--- src/rtl/tiles_pkg.sv ---
// Shared widths, phase encoding and grant encoding for the piano-tiles frame scheduler.
package tiles_pkg;

  localparam int X_W = 10;
  localparam int Y_W = 9;
  localparam int C_W = 3;
  localparam int TICK_CYCLES_DEF = 2500000;
  localparam int WD_CYCLES_DEF = 65536;

  typedef logic [2:0] phase_t;
  localparam logic [2:0] ST_IDLE       = 3'd0;
  localparam logic [2:0] ST_SHIFT_GO   = 3'd1;
  localparam logic [2:0] ST_SHIFT_WAIT = 3'd2;
  localparam logic [2:0] ST_SPAWN_GO   = 3'd3;
  localparam logic [2:0] ST_SPAWN_WAIT = 3'd4;
  localparam logic [2:0] ST_FINISH     = 3'd5;

  typedef enum logic [1:0] {GNT_NONE, GNT_SHIFT, GNT_SPAWN} gnt_t;

  // Which drawer owns the VGA write port in a given phase.
  function automatic gnt_t grant_of(input phase_t st);
    gnt_t g;
    g = GNT_NONE;
    if (st == ST_SHIFT_GO || st == ST_SHIFT_WAIT) g = GNT_SHIFT;
    if (st == ST_SPAWN_GO || st == ST_SPAWN_WAIT) g = GNT_SPAWN;
    return g;
  endfunction

endpackage

--- src/rtl/tile_tick_gen.sv ---
// Game-speed timebase: tick every TICK_CYCLES enabled cycles, one-deep pending queue, sticky overrun.
module tile_tick_gen
  import tiles_pkg::*;
#(
  parameter int TICK_CYCLES = TICK_CYCLES_DEF
) (
  input  logic clk,
  input  logic rst,
  input  logic enable,
  input  logic take,
  output logic pending,
  output logic overrun
);

  localparam int CW = $clog2(TICK_CYCLES);
  localparam logic [CW-1:0] LAST = CW'(TICK_CYCLES - 1);

  logic [CW-1:0] cnt_reg;
  logic          tick;

  assign tick = enable && (cnt_reg == LAST);

  always_ff @(posedge clk or posedge rst) begin
    if (rst) begin
      cnt_reg <= '0;
      pending <= 1'b0;
      overrun <= 1'b0;
    end else begin
      if (enable) cnt_reg <= tick ? '0 : cnt_reg + 1'b1;
      // A tick coinciding with the FSM taking the queued one simply re-queues.
      if (tick) pending <= 1'b1;
      else if (take) pending <= 1'b0;
      if (tick && pending && !take) overrun <= 1'b1;
    end
  end

endmodule

--- src/rtl/tile_frame_scheduler.sv ---
// Per-tick frame sequencer (shift then spawn) and owner of the single VGA write port.
// Optional WATCHDOG_EN macro adds a per-phase timeout that sets a sticky error.
module tile_frame_scheduler #(
  parameter int TICK_CYCLES = tiles_pkg::TICK_CYCLES_DEF,
  parameter int X_W = tiles_pkg::X_W,
  parameter int Y_W = tiles_pkg::Y_W,
`ifdef WATCHDOG_EN
  parameter int WD_CYCLES = tiles_pkg::WD_CYCLES_DEF,
`endif
  parameter int C_W = tiles_pkg::C_W
) (
  input  logic           CLOCK_50,
  input  logic           reset,
  input  logic           enable,
  output logic           shift_start,
  input  logic           shift_done,
  input  logic [X_W-1:0] shift_x,
  input  logic [Y_W-1:0] shift_y,
  input  logic [C_W-1:0] shift_color,
  input  logic           shift_plot,
  output logic           spawn_start,
  input  logic           spawn_done,
  input  logic [X_W-1:0] spawn_x,
  input  logic [Y_W-1:0] spawn_y,
  input  logic [C_W-1:0] spawn_color,
  input  logic           spawn_plot,
  output logic [X_W-1:0] VGA_X,
  output logic [Y_W-1:0] VGA_Y,
  output logic [C_W-1:0] VGA_COLOR,
  output logic           plot,
  output logic           frame_done,
  output logic           busy,
  output logic           overrun,
  output logic           error
);
  import tiles_pkg::*;

  phase_t state_reg, state_next;
  logic   pending;
  logic   take;
  logic   in_wait;
  logic   wd_expired;
  gnt_t   grant;

  assign take    = (state_reg == ST_IDLE) && pending && enable;
  assign in_wait = (state_reg == ST_SHIFT_WAIT) || (state_reg == ST_SPAWN_WAIT);
  assign grant   = grant_of(state_reg);

  tile_tick_gen #(.TICK_CYCLES(TICK_CYCLES)) u_tick (
    .clk     (CLOCK_50),
    .rst     (reset),
    .enable  (enable),
    .take    (take),
    .pending (pending),
    .overrun (overrun)
  );

`ifdef WATCHDOG_EN
  localparam int WD_W = $clog2(WD_CYCLES) + 1;
  logic [WD_W-1:0] wd_reg;
  logic            wd_done;

  assign wd_expired = in_wait && (wd_reg == WD_W'(WD_CYCLES - 1));
  assign wd_done    = (state_reg == ST_SHIFT_WAIT) ? shift_done : spawn_done;

  always_ff @(posedge CLOCK_50 or posedge reset) begin
    if (reset) begin
      wd_reg <= '0;
      error  <= 1'b0;
    end else begin
      if (state_reg == ST_SHIFT_GO || state_reg == ST_SPAWN_GO) wd_reg <= '0;
      else if (in_wait) wd_reg <= wd_reg + 1'b1;
      if (wd_expired && !wd_done) error <= 1'b1;
    end
  end
`else
  assign wd_expired = 1'b0;
  assign error      = 1'b0;
`endif

  // Done inputs are looked at only in their own WAIT state.
  always_comb begin
    state_next = state_reg;
    case (state_reg)
      ST_IDLE:       if (pending && enable) state_next = ST_SHIFT_GO;
      ST_SHIFT_GO:   state_next = ST_SHIFT_WAIT;
      ST_SHIFT_WAIT: if (shift_done || wd_expired) state_next = ST_SPAWN_GO;
      ST_SPAWN_GO:   state_next = ST_SPAWN_WAIT;
      ST_SPAWN_WAIT: if (spawn_done || wd_expired) state_next = ST_FINISH;
      ST_FINISH:     state_next = ST_IDLE;
      default:       state_next = ST_IDLE;
    endcase
  end

  always_ff @(posedge CLOCK_50 or posedge reset) begin
    if (reset) state_reg <= ST_IDLE;
    else       state_reg <= state_next;
  end

  assign shift_start = (state_reg == ST_SHIFT_GO);
  assign spawn_start = (state_reg == ST_SPAWN_GO);
  assign frame_done  = (state_reg == ST_FINISH);
  assign busy        = (state_reg != ST_IDLE) && (state_reg != ST_FINISH);

  // Coordinates hold when nobody owns the port; only plot is forced low.
  always_ff @(posedge CLOCK_50 or posedge reset) begin
    if (reset) begin
      VGA_X     <= '0;
      VGA_Y     <= '0;
      VGA_COLOR <= '0;
      plot      <= 1'b0;
    end else begin
      case (grant)
        GNT_SHIFT: begin
          VGA_X     <= shift_x;
          VGA_Y     <= shift_y;
          VGA_COLOR <= shift_color;
          plot      <= shift_plot;
        end
        GNT_SPAWN: begin
          VGA_X     <= spawn_x;
          VGA_Y     <= spawn_y;
          VGA_COLOR <= spawn_color;
          plot      <= spawn_plot;
        end
        default: plot <= 1'b0;
      endcase
    end
  end

endmodule
--- config.mk ---
export PLATFORM = sky130hd
export DESIGN_NAME = tile_frame_scheduler
export DESIGN_NICKNAME = d
export VERILOG_FILES = /design/src/rtl/tiles_pkg.sv /design/src/rtl/tile_tick_gen.sv /design/src/rtl/tile_frame_scheduler.sv
export SDC_FILE = /design/constraint.sdc
export NUM_CORES = 1
export LEC_CHECK = 0
export CAP_MARGIN = 20
export CELL_PAD_IN_SITES_DETAIL_PLACEMENT = 0
export CELL_PAD_IN_SITES_GLOBAL_PLACEMENT = 1
export CORE_MARGIN = 2
export CORE_UTILIZATION = 37
export CTS_CLUSTER_DIAMETER = 60
export DETAILED_ROUTE_END_ITERATION = 10
export HOLD_SLACK_MARGIN = 0.15
export MAX_ROUTING_LAYER = met4
export PLACE_DENSITY = 0.87
export SLEW_MARGIN = 20
export SYNTH_ARGS = -nofsm -noshare
export SYNTH_HDL_FRONTEND = slang
export SYNTH_SLANG_ARGS = --single-unit
--- constraint.sdc ---
create_clock -name CLOCK_50 -period 5.39 [get_ports CLOCK_50]
set_input_delay 1.078 -clock CLOCK_50 [delete_from_list [all_inputs] [get_ports CLOCK_50]]
set_output_delay 1.078 -clock CLOCK_50 [all_outputs]
set_load 0.03 [all_outputs]
==> impl_metrics.json, run 1 <==
{
  "status": "finished, final reports clean",
  "cp_slowest_stage_delay_ps": 690,
  "synth_area_um2": 2380,
  "gp_congestion": 0.823,
  "io-pin-count": 80,
  "worst-endpoint-required_ps": 4310,
  "final.setup.tns_ps": 0,
  "timing.hold.worst.class": "reg2reg",
  "crit_arrival_ps": 1740,
  "hold_viol_final": 0,
  "area_occupied_by_multi_input_gates_um2": 1050,
  "fp-row-count": 29,
  "clock_pin_slew_reported_for_the_worst_setup_and_hold_paths_after_clock_tree_synthesis_ps": 90,
  "vdd_drop_max_v": 0.000124,
  "clock_skew_ps": 12.1,
  "finalNonFillerCells": 385,
  "antenna_found_initial": 0,
  "layout.cells.most_common_list": "78 x sky130_fd_sc_hd__clkdlybuf4s50_1, 50 x sky130_fd_sc_hd__dfrtp_1, 35 x sky130_fd_sc_hd__nor2_1",
  "critPathMaxFanout": 7,
  "numClockSinks": 50,
  "critical_path_cell_by_cell": "inv_1 -> nor3_1 -> clkdlybuf4s50_1",
  "drt.antenna.violating_nets": 0,
  "maximum_clock_frequency_ghz": 0.355,
  "seq_power_share": 0.545,
  "cts.root.buffer_cell": "sky130_fd_sc_hd__clkbuf_8",
  "switching_share": 0.266,
  "setup.worst_path.end_class": "output port",
  "vias": 1901,
  "drv.max_cap_violation_count": 0,
  "net-switching-power_uw": 208,
  "avgRoutedWirePerCell_um": 13.5,
  "die_h_um": 84.2,
  "clk_latency_ps": 310,
  "drt_iter0_markers": 107,
  "share_of_final_layout_standard_cells_stronger_than_drive_strength_1": 0.0519,
  "detailed_place.area_um2": 3220,
  "sequential_cell_area_um2": 1250,
  "grt_pass1_wl_mm": 8.92,
  "timing.final.crit_share": 0.523,
  "final_net_count": 359,
  "syn-mean-instance-area_um2": 10.3,
  "largest_register_ff_count": 22,
  "cts_resized": 0,
  "yosys_register_bits": 50,
  "report.final.slew_viol_count": 0,
  "ratio_of_total_power_to_cell_area_nw_per_um2": 236,
  "cts_setup_buffers": 0,
  "layout.cells.most_common": "sky130_fd_sc_hd__clkdlybuf4s50_1",
  "timing.final.crit_period_ps": 2820,
  "rsz0062_at_grt": "no",
  "post_synth_inst_count": 232,
  "critical_path_top_delay_cell": "sky130_fd_sc_hd__clkdlybuf4s50_1",
  "placement.io_buffers": 78,
  "area_growth_syn_to_layout_pct": 39.2,
  "grt_pass1_vias": 1880,
  "fp.dieArea_um2": 7100,
  "cts_tree": "done",
  "final_cell_area_um2": 3320,
  "grt_max_degree": 51,
  "slew_headroom": 0.434,
  "synth.lib_cells_used.distinct": 38,
  "synth.net_count": 284,
  "maximum_number_of_buffers_from_clock_root_to_sink": 2,
  "ys_seq_area_frac": 0.525,
  "timing.final.setup_violations": 0,
  "power.leakage_nw": 1.36,
  "r2r_setup_slack_ps": 3500,
  "initial_utilization": 0.380,
  "cts_made_buffers": 5,
  "internal_power_uw": 575,
  "dp.cells": 377,
  "post_drt_via_cell_ratio": 4.94,
  "htree_num_levels": 2,
  "clock_power_share": 0.290,
  "post_cts_hold_buffer_count": 0,
  "grt.total_usage": 0.161,
  "remaining_routing_drc_violations": 0,
  "detailed_place_hpwl_mm": 3.72,
  "yosysWarningCount": 0,
  "grt_overflow": 0,
  "wirelength_mm": 5.21,
  "diodes": 0,
  "filler_cell_count": 576,
  "initial_drt_pass_iterations": 4,
  "worst-slew-pin-transition_ps": 849,
  "comb_power_share": 0.165,
  "horiz_die_dim_um": 84.2,
  "floorplan.core_area_um2": 6280,
  "worst_setup_path_start_kind": "flip-flop",
  "worst_setup_path_category": "reg2out"
}
[worst paths after layout]
kind,endpoint,from,depth (start not counted)
hold reg to reg,u_tick.overrun,u_tick.overrun,2
setup / recovery,shift_start,state_reg[0],3
max in group asynchronous,u_tick.cnt_reg[9],reset,2
min in group asynchronous,VGA_Y[2],reset,2
hold / removal,u_tick.overrun,u_tick.overrun,2
setup reg to reg,u_tick.cnt_reg[1],u_tick.cnt_reg[6],4
[critical path: cells and delay by family, from the launching register on]
kind,cells,cell delay (ps)
buffers and inverters,2,780
DFF,1,480
and+or+nand+nor,1,180
[power by group through the flow]
stage | registers, mW | logic, mW | clock network [mW]
after detailed placement | 0.434 | 0.129 | 0
after CTS | 0.428 | 0.131 | 0.238
after floorplan | 0.446 | 0.0497 | 0
after global placement | 0.434 | 0.128 | 0
final | 0.427 | 0.129 | 0.227
after global routing | 0.431 | 0.141 | 0.252
[metal layers]
layer	share of wire	track usage
met5	0	-
met4	0.013	0.0572
met3	0.044	0.0344
met2	0.50	0.256
met1	0.44	0.203
[kinds of logic (layout without fill, tap and decap cells)]
family / after synthesis / after routing / share of synthesized area
adder cells (fa/ha/maj): 1 / 1 / 0.00525
XOR/XNOR: 19 / 19 / 0.0699
flip-flops: 50 / 50 / 0.525
AND/OR/NAND/NOR: 85 / 85 / 0.186
other: 1 / 1 / 0.00157
AO/OA/AOI/OAI: 35 / 35 / 0.0835
buffers and inverters: 18 / 94 / 0.0320
multiplexers: 23 / 23 / 0.0966
[final cells by class]
cell class / count / area share
sequential: 50 / 0.377
timing repair buffer: 80 / 0.240
multi-input combinational: 164 / 0.318
tap: 77 / 0.0290
inverter: 6 / 0.00717
clock buffer: 6 / 0.0249
clock inverter: 2 / 0.00377
[per-stage QoR]
step                       util  setup WS (ps)  total power [mW]  hold WS [ps]
after floorplan               -           2940             0.496           458
after CTS                 0.528           2560             0.797           503
after detailed placement  0.513           2380             0.564           490
after global routing      0.528           2480             0.823           529
final                     0.528           2570             0.783           498
after global placement    0.513           2440             0.562           454
[Yosys cell counts, drive strengths merged]
| master | count | area [um2] |
|---|---|---|
| nand3b | 2 | 15.0 |
| and2 | 1 | 6.26 |
| and3 | 3 | 18.8 |
| nor3b | 1 | 7.51 |
| nand4 | 5 | 31.3 |
| a31oi | 2 | 12.5 |
| dfrtp | 50 | 1250 |
| nor3 | 5 | 25.0 |
| xnor2 | 16 | 140 |
| o21ai | 2 | 10.0 |
| ha | 1 | 12.5 |
| nand3 | 8 | 40.0 |
| a21oi | 24 | 120 |
| a22o | 1 | 8.76 |
| o41ai | 1 | 8.76 |
| clkbuf | 7 | 26.3 |
| o22ai | 1 | 6.26 |
| mux2i | 23 | 230 |
| inv | 6 | 22.5 |
| buf | 5 | 27.5 |
| nor4 | 6 | 58.8 |
| o2bb2ai | 1 | 8.76 |
| o22a | 1 | 8.76 |
| a211oi | 1 | 7.51 |
| o31ai | 1 | 7.51 |
| xor2 | 3 | 26.3 |
| nor2 | 37 | 158 |
| nand2b | 3 | 18.8 |
| nand2 | 12 | 45.0 |
| conb | 1 | 3.75 |
| or4 | 2 | 18.8 |
No activity file was read; power rests on OpenSTA's default activity.
==> run 2: changes to the inputs <==
CORE_UTILIZATION = 34   (was 37)
PLACE_DENSITY = 0.81   (was 0.87)
clock period = 2.9 ns   (was 5.39 ns; I/O delays follow)
==> run 2 against run 1 <==
Effect of this change:
- non-clock buffer count is 1 higher
- register-to-register slack worse by 2500 ps
- critical path depth stayed put
- first-iteration DRC count is 2.8% higher
- largest cell class unchanged
- global-route usage is 1.5 points lower
- sequential power is 87% higher
- total power is 93% higher
- critical endpoint is now frame_done
- die area is 8.4% higher
- critical path type unchanged
- cell count is 5.2% higher
- clock-buffer cell count is 2 higher
- setup slack worse by 2000 ps
- clock power is 110% higher
- highest routed layer unchanged
==> impl_metrics.json, run 2 (synthesis gave the netlist of run 1 again) <==
{
  "critPathMaxFanout": 10,
  "final.setup.tns_ps": 0,
  "area_growth_syn_to_layout_pct": 41.6,
  "io-pin-count": 80,
  "gp_congestion": 0.875,
  "ratio_of_total_power_to_cell_area_nw_per_um2": 447,
  "layout.cells.most_common": "sky130_fd_sc_hd__clkdlybuf4s50_1",
  "avgRoutedWirePerCell_um": 13.2,
  "initial_drt_pass_iterations": 4,
  "timing.final.crit_period_ps": 2330,
  "floorplan.core_area_um2": 6790,
  "grt_max_degree": 35,
  "largest_register_ff_count": 22,
  "worst-slew-pin-transition_ps": 554,
  "worst_setup_path_category": "reg2out",
  "cp_slowest_stage_delay_ps": 670,
  "cts_tree": "done",
  "r2r_setup_slack_ps": 1000,
  "total_power_mw": 1.51,
  "detailed_place_hpwl_mm": 3.93,
  "power.leakage_nw": 1.38,
  "fp-row-count": 30,
  "timing.hold.worst.class": "reg2reg",
  "share_of_final_layout_standard_cells_stronger_than_drive_strength_1": 0.0550,
  "rsz0062_at_grt": "no",
  "final_net_count": 360,
  "fp.dieArea_um2": 7690,
  "dp.cells": 397,
  "crit_arrival_ps": 1750,
  "initial_utilization": 0.351,
  "worst_setup_path_start_kind": "flip-flop",
  "critical_path_cell_by_cell": "nand2b_1 -> nor2_1 -> clkdlybuf4s50_1",
  "grt.total_usage": 0.145,
  "diodes": 0,
  "post_cts_hold_buffer_count": 0,
  "clock_skew_ps": 8.27,
  "htree_num_levels": 2,
  "post_drt_via_cell_ratio": 4.74,
  "placement.io_buffers": 78,
  "post_route_utilization": 0.497,
  "vdd_drop_max_v": 0.000170,
  "wirelength_mm": 5.33,
  "clk_latency_ps": 300,
  "horiz_die_dim_um": 87.7,
  "drt_iter0_markers": 110,
  "fin_worst_hold_slack_ps": 482,
  "cts_resized": 0,
  "grt_overflow": 0,
  "hold_viol_final": 0,
  "report.final.slew_viol_count": 0,
  "numClockSinks": 50,
  "layout.cells.most_common_list": "78 x sky130_fd_sc_hd__clkdlybuf4s50_1, 50 x sky130_fd_sc_hd__dfrtp_1, 35 x sky130_fd_sc_hd__nor2_1",
  "filler_cell_count": 637,
  "worst-endpoint-required_ps": 2320,
  "setup.worst_path.end_class": "output port",
  "cts_setup_buffers": 0,
  "cts_made_buffers": 5,
  "clock_pin_slew_reported_for_the_worst_setup_and_hold_paths_after_clock_tree_synthesis_ps": 90,
  "die_h_um": 87.7,
  "cts.root.buffer_cell": "sky130_fd_sc_hd__clkbuf_8",
  "maximum_number_of_buffers_from_clock_root_to_sink": 2,
  "grt_pass1_wl_mm": 8.48,
  "finalNonFillerCells": 405,
  "drt.antenna.violating_nets": 0,
  "remaining_routing_drc_violations": 0,
  "drv.max_cap_violation_count": 0,
  "timing.final.setup_violations": 0,
  "maximum_clock_frequency_ghz": 0.430,
  "antenna_found_initial": 0,
  "status": "finished, final reports clean",
  "vias": 1919,
  "critical_path_top_delay_cell": "sky130_fd_sc_hd__clkdlybuf4s50_1",
  "timing.final.crit_share": 0.803,
  "grt_pass1_vias": 1744,
  "slew_headroom": 0.630
}
[run 2: cell count changes in the layout (fill, tap and decap cells not counted), sizes merged]
cell / change
buf: +1
clkinvlp: -1
clkinv: -2
inv: +1
clkbuf: +2
[run 2: path summary, 6_finish.rpt]
| check | from | endpoint | cells after the start |
|---|---|---|---|
| max reg2reg | u_tick.cnt_reg[6] | u_tick.cnt_reg[1] | 4 |
| min | u_tick.overrun | u_tick.overrun | 2 |
| max in group asynchronous | reset | u_tick.cnt_reg[8] | 3 |
| min reg2reg | u_tick.overrun | u_tick.overrun | 2 |
| max | state_reg[2] | frame_done | 3 |
| min in group asynchronous | reset | VGA_COLOR[2] | 2 |
[run 2: per-stage QoR]
stage / area, um2 / setup WS (ps)
finish: 3370 / 572
global route: 3370 / 481
CTS: 3370 / 552
detailed placement: 3260 / 387
global placement: 3260 / 436
floorplan: 2380 / 953
[run 2: layout make-up]
cell class	instances	area, um2	share of cell area
clock buffers	8	110	0.0326
multi-input cells	164	1050	0.313
repair buffers	81	816	0.242
flip-flops and latches	50	1250	0.371
well taps	96	120	0.0356
inverters	6	22.5	0.00667
[run 2: power by group]
group | switching (mW) | internal [mW]
registers | 0.0510 | 0.746
clock network | 0.226 | 0.241
logic | 0.111 | 0.132
[run 2: worst max-delay path, delay by kind of cell, from the launching register on]
kind	cells	cell delay, ps
AND/OR/NAND/NOR	2	230
buffers and inverters	1	670
flip-flops	1	550
[run 2: layer usage]
| metal | part of all wire | vias to the layer above | routed length (um) | track usage |
|---|---|---|---|---|
| met5 | 0 | - | 0 | - |
| met4 | 0.023 | 0 | 122 | 0.0615 |
| met3 | 0.041 | 11 | 217 | 0.0339 |
| met2 | 0.47 | 51 | 2500 | 0.218 |
| met1 | 0.47 | 903 | 2490 | 0.189 |
| li1 | - | 954 | - | - |
==> run 3: changes to the inputs <==
CORE_UTILIZATION = 31   (was 34)
PLACE_DENSITY = 0.78   (was 0.81)
clock period = 1.9 ns   (was 2.9 ns; I/O delays follow)
==> run 3 against run 2 <==
Effect of this change:
- clock-buffer cell count is 3 lower
- first-iteration DRC count down 16%
- final area up 3.9%
- combinational power up 58%
- register-to-register slack got worse by 900 ps
- setup slack worse by 470 ps
- sequential power is 52% higher
- core utilization down 1.8 points
- cell count is 4.2% higher
- via count rose by 0.78%
- critical endpoint is now u_tick.cnt_reg[1]
- largest cell class unchanged
- highest routed layer unchanged
==> impl_metrics.json, run 3 (synthesis gave the netlist of run 1 again) <==
{
  "clock_skew_ps": 8.98,
  "rsz0062_at_grt": "no",
  "timing.final.crit_period_ps": 1800,
  "numClockSinks": 50,
  "drt_iter0_markers": 92,
  "initial_drt_pass_iterations": 4,
  "grt_pass1_vias": 1810,
  "final_net_count": 374,
  "worst-r2r-cell-count": 4,
  "worst_setup_path_start_kind": "flip-flop",
  "fp-row-count": 31,
  "cp_slowest_stage_delay_ps": 560,
  "layout.cells.most_common": "sky130_fd_sc_hd__clkdlybuf4s50_1",
  "route.top_layer_used": "met4",
  "gp_congestion": 0.860,
  "crit_arrival_ps": 1990,
  "die_h_um": 91.7,
  "vdd_drop_max_v": 0.000339,
  "vias": 1934,
  "clock_pin_slew_reported_for_the_worst_setup_and_hold_paths_after_clock_tree_synthesis_ps": 90,
  "fp.dieArea_um2": 8400,
  "timing.hold.worst.class": "in2async",
  "critical_path_cell_by_cell": "or4_1 -> or4_4 -> nor2_8 -> o2bb2ai_1",
  "horiz_die_dim_um": 91.7,
  "clk_latency_ps": 300,
  "floorplan.core_area_um2": 7330,
  "grt_pass1_wl_mm": 8.78,
  "initial_utilization": 0.325,
  "timing.final.crit_share": 0.945,
  "htree_num_levels": 2,
  "layout.cells.most_common_list": "74 x sky130_fd_sc_hd__clkdlybuf4s50_1, 49 x sky130_fd_sc_hd__dfrtp_1, 35 x sky130_fd_sc_hd__nor2_1",
  "post_route_utilization": 0.478,
  "drt.antenna.violating_nets": 0,
  "status": "finished, final reports clean",
  "filler_cell_count": 678,
  "report.final.slew_viol_count": 0,
  "remaining_routing_drc_violations": 0,
  "path_buf_inv": 0,
  "rr_startpoint": "u_tick.cnt_reg[6]",
  "grt.total_usage": 0.134,
  "largest_register_ff_count": 22,
  "setup.worst_path.end_class": "flip-flop",
  "worst_setup_path_category": "reg2reg",
  "grt_max_degree": 51,
  "crit_reg_reg_endpoint": "u_tick.cnt_reg[1]",
  "met3_wire_len_um": 209,
  "wirelength_mm": 5.35,
  "share_of_final_layout_standard_cells_stronger_than_drive_strength_1": 0.0991,
  "post_cts_hold_buffer_count": 0,
  "worst-endpoint-required_ps": 2090,
  "maximum_number_of_buffers_from_clock_root_to_sink": 2,
  "area_growth_syn_to_layout_pct": 47.2,
  "avgRoutedWirePerCell_um": 12.7,
  "critPathMaxFanout": 10,
  "io-pin-count": 80,
  "area_occupied_by_multi_input_gates_um2": 1050,
  "placement.io_buffers": 78,
  "drv.max_cap_violation_count": 0,
  "cts_tree": "done",
  "diodes": 0,
  "ratio_of_total_power_to_cell_area_nw_per_um2": 669,
  "critical_path_depth": 4,
  "timing.final.setup_violations": 0,
  "met2_wirelength_mm": 2.72,
  "post_drt_via_cell_ratio": 4.58,
  "route.layer.met1.wl_mm": 2.39,
  "critical_path_top_delay_cell": "sky130_fd_sc_hd__or4_1",
  "power.leakage_nw": 1.48,
  "antenna_found_initial": 0,
  "sequential_cell_area_um2": 1250,
  "total_power_mw": 2.35,
  "path_delay_family": "simple AND/OR/NAND/NOR gates",
  "final.setup.tns_ps": 0,
  "detailed_place_hpwl_mm": 3.98,
  "hold_viol_final": 0,
  "cts_made_buffers": 5,
  "maximum_clock_frequency_ghz": 0.557,
  "r2r_setup_slack_ps": 100,
  "cts.root.buffer_cell": "sky130_fd_sc_hd__clkbuf_8",
  "grt_overflow": 0
}
-- run 3: changes by cell type in the layout (fill, tap and decap cells not counted), sizes merged --
cell | previous run | this run
buf | 3 | 17
bufinv | 0 | 1
clkbuf | 8 | 5
clkdlybuf4s50 | 78 | 74
clkinv | 0 | 1
dlygate4sd2 | 0 | 4
inv | 6 | 7
-- run 3: metal layers --
metal,track usage,vias to the layer above
li1,-,983
met1,0.172,905
met2,0.214,42
met3,0.0288,4
met4,0.0366,0
met5,-,-
-- run 3: worst max-delay path by stage --
stage	start	end	slack, ps
6_report	u_tick.cnt_reg[6]	u_tick.cnt_reg[1]	100
5_1_grt	u_tick.cnt_reg[6]	u_tick.cnt_reg[1]	4
4_1_cts	u_tick.cnt_reg[6]	u_tick.cnt_reg[1]	60
3_5_place_dp	enable	u_tick.cnt_reg[0]	-150
3_3_place_gp	enable	u_tick.cnt_reg[0]	-130
2_1_floorplan	u_tick.cnt_reg[6]	u_tick.cnt_reg[1]	150
-- run 3: final cells by class --
cell class	instances	area share
multi-input cells	164	0.301
inverters	6	0.00642
well taps	99	0.0353
repair buffers	95	0.268
clock buffers	5	0.0196
clock inverters	3	0.0125
flip-flops and latches	50	0.357
-- run 3: metrics by stage --
stage / hold slack (ps) / worst slack, ps / instances / area, um2
floorplan: 458 / 145 / 232 / 2380
global placement: 468 / -126 / 414 / 3400
detailed placement: 456 / -149 / 414 / 3400
CTS: 441 / 57.1 / 422 / 3510
global route: 468 / 3.98 / 422 / 3510
finish: 425 / 104 / 422 / 3510
-- run 3: report_power, final --
group          total [mW]  leakage, nW  switching, mW  internal, mW
sequential           1.21        0.631         0.0746          1.14
combinational       0.386        0.793          0.171         0.215
clock               0.747       0.0585          0.352         0.395
total                2.35         1.48          0.598          1.75
-- run 3: worst register-to-register path, delay by kind of cell, from the launching register on --
kind               cells  cell delay, ps
AOI/OAI and AO/OA      1              90
DFF                    1             380
and+or+nand+nor        3            1230
-- run 3: repair_timing --
action / in CTS / in global routing
setup endpoints to repair: 4 / 5
pin swaps: 0 / 1
buffers inserted: 0 / 0
hold endpoints to repair: 0 / 0
gates resized for setup: 4 / 1
